`src/rtl/call_stack_pkg.sv`:
```
// Shared constants and the decoder-strobe encoding for the hardware return-address stack.
package call_stack_pkg;

    localparam int CSTK_DEPTH = 16;
    localparam int CSTK_WIDTH = 16;

    typedef enum logic [1:0] {
        OP_HOLD,
        OP_POP,
        OP_PUSH,
        OP_REPLACE
    } cstk_op_e;

    function automatic cstk_op_e decode_op(input logic cpush, input logic cpop);
        case ({cpush, cpop})
            2'b10:   return OP_PUSH;
            2'b01:   return OP_POP;
            2'b11:   return OP_REPLACE;
            default: return OP_HOLD;
        endcase
    endfunction

endpackage

```
`src/rtl/call_stack.sv`:
```
// Return-address stack: registered top entry plus a distributed-RAM array of the entries below it.
module call_stack
    import call_stack_pkg::*;
#(
    parameter int DEPTH = CSTK_DEPTH,
    parameter int WIDTH = CSTK_WIDTH
) (
    input  logic                     clk,
    input  logic                     rst,
    input  logic                     cpush,
    input  logic                     cpop,
    input  logic [WIDTH-1:0]         push_data,
    output logic [WIDTH-1:0]         top,
    output logic [$clog2(DEPTH):0]   count,
    output logic                     empty,
    output logic                     full,
    output logic                     overflow,
    output logic                     underflow
);

    localparam int CW = $clog2(DEPTH) + 1;
    localparam int AW = $clog2(DEPTH);
    localparam logic [CW-1:0] ONE  = CW'(1);
    localparam logic [CW-1:0] TWO  = CW'(2);
    localparam logic [CW-1:0] FULL = CW'(DEPTH);

    logic [WIDTH-1:0] mem [0:DEPTH-2];
    logic [WIDTH-1:0] top_q;
    logic [CW-1:0]    count_q;
    logic             overflow_q;
    logic             underflow_q;

    cstk_op_e         op;
    logic             is_empty;
    logic             is_full;
    logic [AW-1:0]    rd_idx;
    logic [AW-1:0]    wr_idx;
    logic [WIDTH-1:0] below_top;
    logic             mem_we;

    assign op        = decode_op(cpush, cpop);
    assign is_empty  = (count_q == '0);
    assign is_full   = (count_q == FULL);
    assign rd_idx    = AW'(count_q - TWO);
    assign wr_idx    = AW'(count_q - ONE);
    assign below_top = mem[rd_idx];
    assign mem_we    = !rst && (op == OP_PUSH) && !is_full && !is_empty;

    // NOTE: the array is deliberately not reset; entries above count are never read,
    // and leaving out the reset lets it map onto distributed RAM.
    always_ff @(posedge clk) begin
        if (mem_we) begin
            mem[wr_idx] <= top_q;
        end
    end

    // NOTE: all sequential state uses non-blocking assignments so every register
    // samples the pre-edge values, independent of statement order.
    always_ff @(posedge clk) begin
        if (rst) begin
            top_q       <= '0;
            count_q     <= '0;
            overflow_q  <= 1'b0;
            underflow_q <= 1'b0;
        end else begin
            case (op)
                OP_HOLD: begin
                end
                OP_PUSH: begin
                    if (is_full) begin
                        overflow_q <= 1'b1;
                    end else begin
                        top_q   <= push_data;
                        count_q <= count_q + ONE;
                    end
                end
                OP_POP: begin
                    if (is_empty) begin
                        underflow_q <= 1'b1;
                    end else if (count_q == ONE) begin
                        top_q   <= '0;
                        count_q <= '0;
                    end else begin
                        top_q   <= below_top;
                        count_q <= count_q - ONE;
                    end
                end
                OP_REPLACE: begin
                    // On an empty stack a replace degenerates into a plain push.
                    top_q <= push_data;
                    if (is_empty) begin
                        count_q <= ONE;
                    end
                end
            endcase
        end
    end

    assign top       = top_q;
    assign count     = count_q;
    assign empty     = is_empty;
    assign full      = is_full;
    assign overflow  = overflow_q;
    assign underflow = underflow_q;

endmodule

```
`config.mk`:
```
export PLATFORM = sky130hd
export DESIGN_NAME = call_stack
export DESIGN_NICKNAME = d
export VERILOG_FILES = /design/src/rtl/call_stack_pkg.sv /design/src/rtl/call_stack.sv
export SDC_FILE = /design/constraint.sdc
export NUM_CORES = 1
export LEC_CHECK = 0
export ABC_AREA = 0
export CAP_MARGIN = 20
export CORE_ASPECT_RATIO = 1.75
export CORE_MARGIN = 10
export CORE_UTILIZATION = 35
export DETAILED_ROUTE_END_ITERATION = 10
export RECOVER_POWER = 50
export SKIP_LAST_GASP = 1
export SLEW_MARGIN = 20
export SYNTH_ARGS = -nofsm -noshare
export SYNTH_HDL_FRONTEND = slang
export SYNTH_SLANG_ARGS = --single-unit
```
`constraint.sdc`:
```
create_clock -name clk -period 4.09 [get_ports clk]
set_clock_uncertainty 0.1 [all_clocks]
set_input_delay 1.227 -clock clk [delete_from_list [all_inputs] [get_ports clk]]
set_output_delay 1.227 -clock clk [all_outputs]
set_load 0.005 [all_outputs]
```
==> reports/results.ini <==
[timing]
max_slew_margin_pct=-38.8
finalMaxSlewViolations=16
finalCritPeriodShare_pct=94.5
finalSetupTns_ns=0
tightest_slew_ns=2.08
clock.fmax_ghz=0.259
final-hold-violation-count=0
setup_viol=0
rsz0062_at_grt=false
period_needed_ns=3.86

[finish]
area_growth_pct=17.1
regArea_um2=7670
fill_cells=2737
drive_above_1_share_pct=17.6
mostFrequentLayoutCells=edfxtp_1 (240), mux2i_1 (56), mux4_2 (39), clkdlybuf4s50_1 (31), buf_4 (31)
final_common_cell=edfxtp_1
multiInputGateArea_um2=2970
layout.nets=751
antennaDiodeCount=0

[logic_synthesis]
ys_seq_area_share_pct=70.5
yosys_warnings=0
synth-compound-area-share_pct=6.72
yosys.area_share.simple_pct=5.27
synth-seq-cells=263
synthAdderAreaFrac_pct=1.04
syn_area_per_cell_um2=16.9
synth_top_family_by_area=multiplexers
synth.area.mux_share_pct=13.2
netlist_area_um2=10900
synth_nets=674
synth_xor_area_share_pct=0.644
synthCells=645
ys_types=44

[global_route]
grt_max_degree=66
grt_overflow=0
grt_pass1_wl_um=43100
grt_usage_pct=14.5
grt_antenna_before_repair=0
grt_pass1_vias=6513

[power]
combPwrFrac_pct=27.9
swShare_pct=31.5
power_switching_mw=2.39
power_density_nw_per_um2=596
pwr-share-seq_pct=43.1
p_int_mw=5.21
clock_power_share_pct=29.0
leakagePower_nw=4.05
vdd_drop_max_uv=327
finalPower_mw=7.60

[detailed_routing]
drt_pass1_iterations=5
drc=0
ant_nets=0
vias=6135
wl_per_cell_um=25.1
viasPerCell=5.42
drt_wl_total_um=28400
drt_iter0_drc=520

[worst_setup_path]
slowest_stage=clkdlybuf4s50_1
rrSetupSlack_ns=0.33
worst_ep_required_time_ns=2.76
worst_r2r_endpoint=top[3]
cp-end-kind=output pin
path_max_fanout=25
ff2ff_path_depth=6
cp-start-kind=register
rr_startpoint=count[1]
crit_chain=clkinvlp_4 > ha_1 > or3b_1 > nor2_1 > clkdlybuf4s50_1
cp.arrival_ns=2.54
path_class=reg -> out
slowest_delay_ns=0.52

[die]
die_h_um=253
rows=85
die-width_um=153
die-area_um2=38800
core_um2=30700
initial_utilization_pct=35.4
ios=45

[hold_path]
min-delay-start=underflow
hold_path_end=underflow
hold_path.class=reg -> reg
whs_path_depth=2

[clocking]
cts_sinks=263
clk_path_buf_depth=3
cts_hold_buf=0
insertion_delay_ns=0.54
cts_tree=built
cts_made_buffers=24
htree_levels=1
clkTransAtPathRegs_ns=0.07
cts_root_buffer=clkbuf_16

[status]
violations=capacitance limit, slew limit
status=finished with violations

[run]
maxCapViolCount=1

[placement]
gp_congestion=0.860
port_buffers=44
dp_hpwl_um=19200

sequential cells by signal, indices dropped and copies added (netlist names):
signal and count:
underflow 1, mem 240, count 5, overflow 1, top 16
power by group through the flow:
stage	logic, mW	registers, mW	clock network [mW]
after floorplan	1.25	3.36	0
after global placement	2.19	3.33	0
after detailed placement	2.18	3.33	0
after CTS	2.19	3.27	2.26
after global routing	2.28	3.29	2.36
final	2.12	3.28	2.20
layer usage:
layer / vias up / track usage, % / part of all wire (%)
met4: 0 / 6.29 / 3.5
met1: 3183 / 15.4 / 36
met3: 47 / 1.82 / 3.8
met5: - / 0 / 0
li1: 2721 / - / -
met2: 184 / 27.9 / 57
worst max-delay path by stage:
| stage | slack, ns | depth (start not counted) | from | to |
|---|---|---|---|---|
| 6_report | 0.23 | 5 | count[1] | empty |
| 3_5_place_dp | 0.51 | 5 | cpop | top[3] |
| 2_1_floorplan | 0.40 | 10 | count[1] | mem[10][0] |
| 3_3_place_gp | 0.62 | 5 | cpop | top[4] |
| 4_1_cts | 0.10 | 5 | count[1] | empty |
| 5_1_grt | 0.06 | 5 | count[1] | empty |
stage by stage:
stage / cells / utilization [%] / worst slack (ns) / hold slack, ns / area [um^2]
detailed placement: 1087 / 39.2 / 0.513 / 0.378 / 12000
global placement: 1087 / 39.2 / 0.617 / 0.353 / 12000
floorplan: 645 / - / 0.404 / 0.360 / 10900
finish: 1131 / 41.5 / 0.226 / 0.381 / 12700
global route: 1131 / 41.5 / 0.0634 / 0.420 / 12700
CTS: 1131 / 41.7 / 0.100 / 0.398 / 12800
critical path: cells and delay by family (launching register included):
kind / cells / cell delay, ns
simple gates: 2 / 0.61
flops: 1 / 0.43
buf+inv: 2 / 0.72
fa+ha+maj: 1 / 0.25
logic make-up after synthesis:
family	after synthesis
buffers and inverters	60
multiplexers	95
AND/OR/NAND/NOR	110
AO/OA/AOI/OAI	100
flip-flops	263
adder cells (fa/ha/maj)	9
XOR/XNOR	8
cell usage after synthesis, drive strengths merged:
master	n	area (um^2)
a311oi	11	96.3
o21ai	21	105
a21oi	5	25.0
nand4b	1	8.76
a31oi	2	12.5
xnor2	4	35.0
ha	9	113
a22oi	8	60.1
and3	1	6.26
and2	32	200
nand4	1	6.26
o22ai	1	6.26
o32ai	8	70.1
o2bb2ai	1	15.0
nor4b	2	17.5
a2111oi	2	17.5
mux4	39	878
a21boi	2	15.0
or4	1	7.51
a211o	1	8.76
edfxtp	240	7210
buf	22	144
mux2i	56	561
dfxtp	23	460
or3b	1	8.76
o22a	1	8.76
a211oi	27	203
nor2	37	139
nor3b	2	20.0
nor3	14	70.1
nor4	1	6.26
clkbuf	21	78.8
o311ai	10	87.6
nor2b	6	37.5
inv	17	63.8
nand2b	1	6.26
nand2	9	33.8
nand3	1	5.00
xor2	4	35.0
layout make-up:
type	instances	area share, %
clock buffer	28	4.91
timing repair buffer	94	6.10
multi-input combinational	322	23.3
inverter	17	0.530
clock inverter	16	1.14
sequential	263	60.2
tap	391	3.84
repair_timing:
action                     in CTS  in global routing
hold endpoints to repair        0                  0
buffers inserted                0                  0
setup endpoints to repair       0                  2
resized for setup               0                  1
Power figures use the tool's default switching activity.
